[src/rtl/y86_pkg.sv]
// Shared Y86-64 definitions: instruction codes, status codes, register IDs and
// the encoding of the pipeline controller's state.
package y86_pkg;

  localparam logic [3:0] I_HALT   = 4'h0;
  localparam logic [3:0] I_NOP    = 4'h1;
  localparam logic [3:0] I_RRMOVQ = 4'h2;
  localparam logic [3:0] I_IRMOVQ = 4'h3;
  localparam logic [3:0] I_RMMOVQ = 4'h4;
  localparam logic [3:0] I_MRMOVQ = 4'h5;
  localparam logic [3:0] I_OPQ    = 4'h6;
  localparam logic [3:0] I_JXX    = 4'h7;
  localparam logic [3:0] I_CALL   = 4'h8;
  localparam logic [3:0] I_RET    = 4'h9;
  localparam logic [3:0] I_PUSHQ  = 4'hA;
  localparam logic [3:0] I_POPQ   = 4'hB;

  localparam logic [3:0] STAT_AOK = 4'h1;
  localparam logic [3:0] STAT_HLT = 4'h2;
  localparam logic [3:0] STAT_ADR = 4'h3;
  localparam logic [3:0] STAT_INS = 4'h4;

  localparam logic [3:0] REG_NONE = 4'hF;

  typedef enum logic [1:0] {
    CPU_FLUSH  = 2'd0,
    CPU_RUN    = 2'd1,
    CPU_HALTED = 2'd2
  } cpu_state_t;

  // Stage-register controls, grouped so the output mux assigns them as one value.
  typedef struct packed {
    logic f_stall;
    logic d_stall;
    logic w_stall;
    logic d_bubble;
    logic e_bubble;
    logic m_bubble;
    logic set_cc;
  } pipe_ctrl_t;

  function automatic logic is_exc(input logic [3:0] stat);
    return (stat == STAT_HLT) || (stat == STAT_ADR) || (stat == STAT_INS);
  endfunction

endpackage

[src/rtl/pipe_ctrl_if.sv]
// Bundle between the stage registers and pipe_ctrl: decoded stage fields in,
// stall/bubble controls, processor state and performance counters out.
interface pipe_ctrl_if;
  import y86_pkg::*;

  logic [3:0]  D_icode;
  logic [3:0]  d_srcA;
  logic [3:0]  d_srcB;
  logic [3:0]  E_icode;
  logic [3:0]  E_dstM;
  logic        e_Cnd;
  logic [3:0]  M_icode;
  logic [3:0]  m_stat;
  logic [3:0]  W_icode;
  logic [3:0]  W_stat;

  logic        F_stall;
  logic        D_stall;
  logic        W_stall;
  logic        D_bubble;
  logic        E_bubble;
  logic        M_bubble;
  logic        set_cc;
  cpu_state_t  cpu_state;
  logic [3:0]  final_stat;
  logic [63:0] cycle_cnt;
  logic [63:0] instr_cnt;

  // Controller side.
  modport master (
    input  D_icode, d_srcA, d_srcB, E_icode, E_dstM, e_Cnd,
           M_icode, m_stat, W_icode, W_stat,
    output F_stall, D_stall, W_stall, D_bubble, E_bubble, M_bubble,
           set_cc, cpu_state, final_stat, cycle_cnt, instr_cnt
  );

  // Stage-register side.
  modport slave (
    output D_icode, d_srcA, d_srcB, E_icode, E_dstM, e_Cnd,
           M_icode, m_stat, W_icode, W_stat,
    input  F_stall, D_stall, W_stall, D_bubble, E_bubble, M_bubble,
           set_cc, cpu_state, final_stat, cycle_cnt, instr_cnt
  );

endinterface

[src/rtl/pipe_hazard_detect.sv]
// Purely combinational hazard classification for the Y86-64 pipeline:
// load/use, branch mispredict, return in flight and memory/write-back exceptions.
module pipe_hazard_detect
  import y86_pkg::*;
(
  input  logic [3:0] D_icode,
  input  logic [3:0] d_srcA,
  input  logic [3:0] d_srcB,
  input  logic [3:0] E_icode,
  input  logic [3:0] E_dstM,
  input  logic       e_Cnd,
  input  logic [3:0] M_icode,
  input  logic [3:0] m_stat,
  input  logic [3:0] W_stat,
  output logic       loaduse,
  output logic       mispred,
  output logic       retp,
  output logic       exc_m,
  output logic       exc_w
);

  logic e_is_load;

  assign e_is_load = (E_icode == I_MRMOVQ) || (E_icode == I_POPQ);

  // A REG_NONE destination never matches, even if a source is also REG_NONE.
  assign loaduse = e_is_load && (E_dstM != REG_NONE) &&
                   ((E_dstM == d_srcA) || (E_dstM == d_srcB));

  assign mispred = (E_icode == I_JXX) && !e_Cnd;
  assign retp    = (D_icode == I_RET) || (E_icode == I_RET) || (M_icode == I_RET);
  assign exc_m   = is_exc(m_stat);
  assign exc_w   = is_exc(W_stat);

endmodule

[src/rtl/pipe_ctrl.sv]
// Y86-64 pipeline control: post-reset flush, stall/bubble generation, halt latch
// and optional performance counters (enabled by defining PIPE_CTRL_PERF_EN).
module pipe_ctrl
  import y86_pkg::*;
#(
  parameter int unsigned FLUSH_CYCLES = 4
) (
  input  logic           clk,
  input  logic           rst,
  pipe_ctrl_if.master    bus
);

  localparam logic [3:0] FLUSH_LAST = 4'(FLUSH_CYCLES - 1);

  localparam pipe_ctrl_t CTRL_FLUSH = '{f_stall: 1'b1, d_stall: 1'b0, w_stall: 1'b0,
                                        d_bubble: 1'b1, e_bubble: 1'b1, m_bubble: 1'b1,
                                        set_cc: 1'b0};
  localparam pipe_ctrl_t CTRL_HALT  = '{f_stall: 1'b1, d_stall: 1'b1, w_stall: 1'b1,
                                        d_bubble: 1'b0, e_bubble: 1'b1, m_bubble: 1'b1,
                                        set_cc: 1'b0};

  cpu_state_t state;
  logic [3:0] flush_cnt;
  logic [3:0] final_stat;
  pipe_ctrl_t ctrl;

  logic loaduse, mispred, retp, exc_m, exc_w;

  pipe_hazard_detect u_hazard (
    .D_icode (bus.D_icode),
    .d_srcA  (bus.d_srcA),
    .d_srcB  (bus.d_srcB),
    .E_icode (bus.E_icode),
    .E_dstM  (bus.E_dstM),
    .e_Cnd   (bus.e_Cnd),
    .M_icode (bus.M_icode),
    .m_stat  (bus.m_stat),
    .W_stat  (bus.W_stat),
    .loaduse (loaduse),
    .mispred (mispred),
    .retp    (retp),
    .exc_m   (exc_m),
    .exc_w   (exc_w)
  );

  // NOTE: sequential state uses non-blocking assignments so every flop samples
  // pre-edge values regardless of statement order.
  always_ff @(posedge clk) begin
    if (rst) begin
      state      <= CPU_FLUSH;
      flush_cnt  <= '0;
      final_stat <= '0;
    end else begin
      unique case (state)
        CPU_FLUSH: begin
          if (flush_cnt == FLUSH_LAST) state <= CPU_RUN;
          else                         flush_cnt <= flush_cnt + 4'd1;
        end
        CPU_RUN: begin
          if (exc_w) begin
            state      <= CPU_HALTED;
            final_stat <= bus.W_stat;
          end
        end
        CPU_HALTED: ;
        default: state <= CPU_FLUSH;
      endcase
    end
  end

  // The stage registers have no reset, so reset itself must present flush controls.
  // NOTE: ctrl gets a default before the case so no path leaves it unassigned,
  // which would otherwise infer a latch.
  always_comb begin
    ctrl = CTRL_FLUSH;
    if (!rst) begin
      unique case (state)
        CPU_RUN: begin
          ctrl.f_stall  = loaduse || retp;
          ctrl.d_stall  = loaduse;
          ctrl.w_stall  = exc_w;
          ctrl.d_bubble = mispred || (retp && !loaduse);
          ctrl.e_bubble = mispred || loaduse;
          ctrl.m_bubble = exc_m || exc_w;
          ctrl.set_cc   = (bus.E_icode == I_OPQ) && !exc_m && !exc_w;
        end
        CPU_HALTED: ctrl = CTRL_HALT;
        default:    ctrl = CTRL_FLUSH;
      endcase
    end
  end

  assign bus.F_stall    = ctrl.f_stall;
  assign bus.D_stall    = ctrl.d_stall;
  assign bus.W_stall    = ctrl.w_stall;
  assign bus.D_bubble   = ctrl.d_bubble;
  assign bus.E_bubble   = ctrl.e_bubble;
  assign bus.M_bubble   = ctrl.m_bubble;
  assign bus.set_cc     = ctrl.set_cc;
  assign bus.cpu_state  = state;
  assign bus.final_stat = final_stat;

`ifdef PIPE_CTRL_PERF_EN
  logic [63:0] cycle_q;
  logic [63:0] instr_q;

  // An excepting instruction carries a non-AOK status, so it is never counted.
  always_ff @(posedge clk) begin
    if (rst) begin
      cycle_q <= '0;
      instr_q <= '0;
    end else if (state == CPU_RUN) begin
      cycle_q <= cycle_q + 64'd1;
      if ((bus.W_stat == STAT_AOK) && (bus.W_icode != I_NOP))
        instr_q <= instr_q + 64'd1;
    end
  end

  assign bus.cycle_cnt = cycle_q;
  assign bus.instr_cnt = instr_q;
`else
  assign bus.cycle_cnt = '0;
  assign bus.instr_cnt = '0;
`endif

endmodule
[src/flat_wrapper.sv]
// flat-port wrapper written by rule: the top's interface ports become plain ports
module pipe_ctrl_flat import y86_pkg::*;
#(
  parameter int unsigned FLUSH_CYCLES = 4
)
  (clk, rst, bus_D_icode, bus_d_srcA, bus_d_srcB, bus_E_icode, bus_E_dstM, bus_e_Cnd, bus_M_icode, bus_m_stat, bus_W_icode, bus_W_stat, bus_F_stall, bus_D_stall, bus_W_stall, bus_D_bubble, bus_E_bubble, bus_M_bubble, bus_set_cc, bus_cpu_state, bus_final_stat, bus_cycle_cnt, bus_instr_cnt);
  pipe_ctrl_if bus_i ();
  input  logic clk;
  input  logic rst;
  input wire logic [$bits(bus_i.D_icode)-1:0] bus_D_icode;
  input wire logic [$bits(bus_i.d_srcA)-1:0] bus_d_srcA;
  input wire logic [$bits(bus_i.d_srcB)-1:0] bus_d_srcB;
  input wire logic [$bits(bus_i.E_icode)-1:0] bus_E_icode;
  input wire logic [$bits(bus_i.E_dstM)-1:0] bus_E_dstM;
  input wire logic [$bits(bus_i.e_Cnd)-1:0] bus_e_Cnd;
  input wire logic [$bits(bus_i.M_icode)-1:0] bus_M_icode;
  input wire logic [$bits(bus_i.m_stat)-1:0] bus_m_stat;
  input wire logic [$bits(bus_i.W_icode)-1:0] bus_W_icode;
  input wire logic [$bits(bus_i.W_stat)-1:0] bus_W_stat;
  output wire logic [$bits(bus_i.F_stall)-1:0] bus_F_stall;
  output wire logic [$bits(bus_i.D_stall)-1:0] bus_D_stall;
  output wire logic [$bits(bus_i.W_stall)-1:0] bus_W_stall;
  output wire logic [$bits(bus_i.D_bubble)-1:0] bus_D_bubble;
  output wire logic [$bits(bus_i.E_bubble)-1:0] bus_E_bubble;
  output wire logic [$bits(bus_i.M_bubble)-1:0] bus_M_bubble;
  output wire logic [$bits(bus_i.set_cc)-1:0] bus_set_cc;
  output wire logic [$bits(bus_i.cpu_state)-1:0] bus_cpu_state;
  output wire logic [$bits(bus_i.final_stat)-1:0] bus_final_stat;
  output wire logic [$bits(bus_i.cycle_cnt)-1:0] bus_cycle_cnt;
  output wire logic [$bits(bus_i.instr_cnt)-1:0] bus_instr_cnt;
  assign bus_i.D_icode = bus_D_icode;
  assign bus_i.d_srcA = bus_d_srcA;
  assign bus_i.d_srcB = bus_d_srcB;
  assign bus_i.E_icode = bus_E_icode;
  assign bus_i.E_dstM = bus_E_dstM;
  assign bus_i.e_Cnd = bus_e_Cnd;
  assign bus_i.M_icode = bus_M_icode;
  assign bus_i.m_stat = bus_m_stat;
  assign bus_i.W_icode = bus_W_icode;
  assign bus_i.W_stat = bus_W_stat;
  assign bus_F_stall = bus_i.F_stall;
  assign bus_D_stall = bus_i.D_stall;
  assign bus_W_stall = bus_i.W_stall;
  assign bus_D_bubble = bus_i.D_bubble;
  assign bus_E_bubble = bus_i.E_bubble;
  assign bus_M_bubble = bus_i.M_bubble;
  assign bus_set_cc = bus_i.set_cc;
  assign bus_cpu_state = bus_i.cpu_state;
  assign bus_final_stat = bus_i.final_stat;
  assign bus_cycle_cnt = bus_i.cycle_cnt;
  assign bus_instr_cnt = bus_i.instr_cnt;
  pipe_ctrl #(.FLUSH_CYCLES(FLUSH_CYCLES)) u_core (.clk(clk), .rst(rst), .bus(bus_i));
endmodule
[config.mk]
export PLATFORM = sky130hd
export DESIGN_NAME = pipe_ctrl_flat
export DESIGN_NICKNAME = d
export VERILOG_FILES = /design/src/rtl/y86_pkg.sv /design/src/rtl/pipe_ctrl_if.sv /design/src/rtl/pipe_hazard_detect.sv /design/src/rtl/pipe_ctrl.sv /design/src/flat_wrapper.sv
export SDC_FILE = /design/constraint.sdc
export NUM_CORES = 1
export LEC_CHECK = 0
export ABC_AREA = 0
export CELL_PAD_IN_SITES_DETAIL_PLACEMENT = 1
export CELL_PAD_IN_SITES_GLOBAL_PLACEMENT = 2
export CORE_ASPECT_RATIO = 1.25
export CORE_MARGIN = 4
export CORE_UTILIZATION = 14
export CTS_CLUSTER_DIAMETER = 150
export DETAILED_ROUTE_END_ITERATION = 6
export PLACE_DENSITY = 0.84
export SLEW_MARGIN = 20
export SYNTH_ARGS = -nofsm -noshare
export SYNTH_HDL_FRONTEND = slang
export SYNTH_HIERARCHICAL = 1
export SYNTH_SLANG_ARGS = --single-unit
[constraint.sdc]
create_clock -name clk -period 3.5 [get_ports clk]
set_input_delay 0.35 -clock clk [delete_from_list [all_inputs] [get_ports clk]]
set_output_delay 0.35 -clock clk [all_outputs]
set_load 0.02 [all_outputs]
==> flow_summary.ini <==
[setup_path]
cp_max_fo = 5
startpoint_type = input pin
cp_slowest_stage_delay_ns = 0.57
cp_cell_sequence = clkdlybuf4s50_1 -> and4bb_1 -> or3_1 -> nor2b_1 -> nor3b_1 -> o21ai_0 -> clkdlybuf4s50_1
worstSetupPathType = in2out
rr_startpoint = u_core/bus.cpu_state[1]$_SDFFE_PP0P_
end_kind = output port
worstSetupStartpoint = bus_E_icode[2]
crit_required_ns = 3.15
worstPathArrival_ns = 2.54
slowest_stage = clkdlybuf4s50_1
crit_top_cell = clkdlybuf4s50_1

[timing]
hold_viol = 0
worst_slack_ns = 0.611
finalCriticalPeriod_ns = 2.89
drv_slew = 0
skew_ns = 0.000546
fmax_ghz = 0.346
fin_hold_ws_ns = 0.454
setup_tns_ns = 0
finalSetupViolCount = 0
grt_setup_unrepaired = false
period_share = 0.826

[die]
core_mm2 = 0.0122
boundaryPins = 180
die_x_um = 108
die_h_um = 133
rows = 45
die_area_mm2 = 0.0144
start_util = 0.143

[drt]
vias = 1247
dr.pass1.iters = 4
post_drt_wl_per_cell_um = 9.87
wl_um = 4370
antenna_left = 0
drt_iter0_markers = 12
routed_via_density = 2.81
route.detailed.drc = 0

[cts]
clock-sinks = 10
ctsResizeCount = 0
cts_max_level = 1
cts_root_buf = clkbuf_16
clock_latency_ns = 0.24
cts_setup_buffers = 0
cts_buffers = 3
path_clk_slew_ns = 0.04
tritoncts = yes
ctsHoldBuffers = 0
clockBufferDepth = 2

[layout]
num_antenna_cells = 0
final_cell_mix = conb_1 (128), clkdlybuf4s50_1 (47), nor2_1 (10), nand2_1 (10), dfxtp_1 (10)
regArea_um2 = 200
final_common_cell = conb_1
multi_input_area_mm2 = 0.00104
area_growth_pct = 16.2
n_fill_cell = 1520
fin_nets = 323
drive_gt1_frac = 0.0323
final_util = 0.166

[synth]
yosysSeqAreaShare = 0.114
avgSynthCellArea_um2 = 7.61
synth-seq-cells = 10
syn_area_mm2 = 0.00175
yosysUniqueCellTypes = 32
synth_area_leader_cell = buf_4
synth_top_cell_area_share = 0.549
syn_inst = 230
synth_area_leaders = buf_4 (55%), dfxtp_1 (11%), xnor2_1 (4.0%)
yosys_warnings = 6

[power]
power_uw = 726
ir_drop_uv = 109
leakage_uw = 0.000922
p_per_area_mw_per_mm2 = 357

[global_route]
grt.met1_usage = 0.0611
grtUsageTotal = 0.0549
grt_pass1_wl_um = 6240
grt-ovfl-total = 0
grt_max_degree = 15
gr-max-usage-layer = met2
antenna_found_initial = 0
grt_pass1_vias = 1214
grt_use_met2 = 0.101
use_met3 = 0.0166

[run]
cap_viol_max_count = 0

[hold_path]
min_path_type = reg2reg
min_from = u_core/bus.final_stat[0]$_SDFFE_PP0P_

[placement]
dp.final_hpwl_um = 3940
gp_congestion = 0.699
port_buffers = 47
pre_cts_ws_ns = 0.529

[outcome]
status = finished clean
[per-layer routing]
layer | wire length, um | share of wire | up-vias
met5 | 0 | 0 | -
li1 | - | - | 588
met2 | 2240 | 0.51 | 108
met1 | 1510 | 0.35 | 548
met3 | 585 | 0.13 | 3
met4 | 31 | 0.0071 | 0
[worst max-delay path, delay by kind of cell]
kind	cells	cell delay [ns]
AND/OR/NAND/NOR	4	0.96
AO/OA/AOI/OAI	1	0.13
buffers and inverters	2	1.10
[area by class of cell]
| type | count | share of cell area |
|---|---|---|
| timing repair buffer | 49 | 0.239 |
| inverter | 4 | 0.00739 |
| multi-input combinational | 212 | 0.510 |
| clock buffer | 4 | 0.0437 |
| tap | 164 | 0.101 |
| sequential | 10 | 0.0985 |
[worst paths after layout]
kind	cells after the start	endpoint	slack, ns
setup / recovery	7	bus_D_bubble	0.61
hold / removal	2	u_core/bus.final_stat[0]$_SDFFE_PP0P_	0.45
setup reg to reg	6	u_core/bus.cpu_state[1]$_SDFFE_PP0P_	1.88
hold reg to reg	2	u_core/bus.final_stat[0]$_SDFFE_PP0P_	0.45
[through the flow]
step | cells | cell area [um2]
6_report | 443 | 2030
5_1_grt | 443 | 2030
4_1_cts | 443 | 2030
3_5_place_dp | 439 | 1940
3_3_place_gp | 439 | 1940
2_1_floorplan | 357 | 2230
[report_power, final]
group          internal (uW)  switching (uW)
logic                    119             231
registers                133            16.9
clock network            172            54.9
[synthesized netlist by cell type]
master / number
buf_4: 128
dfxtp_1: 10
nand2_1: 10
nor2_1: 10
a21oi_1: 9
xnor2_1: 8
o21ai_0: 6
nand3_1: 5
ha_1: 4
inv_1: 4
nand4_1: 4
mux2i_1: 3
nor2b_1: 3
nor3b_1: 3
clkbuf_1: 2
nor4bb_1: 2
o211ai_1: 2
or3_1: 2
xor2_1: 2
a211oi_2: 1
and3b_2: 1
and4bb_1: 1
buf_2: 1
conb_1: 1
nand2b_1: 1
nand3b_1: 1
nand4b_1: 1
nor3_1: 1
o21a_1: 1
o31a_1: 1
or3b_4: 1
or4b_1: 1
[registers in the layout, indices dropped and copies added (netlist names)]
| name | count |
|---|---|
| u_core/bus.cpu_state | 2 |
| u_core/bus.final_stat | 4 |
| u_core/flush_cnt | 4 |
[logic make-up (layout without fill, tap and decap cells)]
family                     Yosys count  in the layout  share of synthesized area
adders and majority gates            4              4                     0.0286
AOI/OAI and AO/OA                   20             20                     0.0680
DFF                                 10             10                      0.114
and+or+nand+nor                     47             47                      0.155
buffers and inverters              135             57                      0.565
xor gates and xnor gates            10             10                     0.0501
other                                1            128                    0.00214
muxes                                3              3                     0.0172
Power figures use the tool's default switching activity.
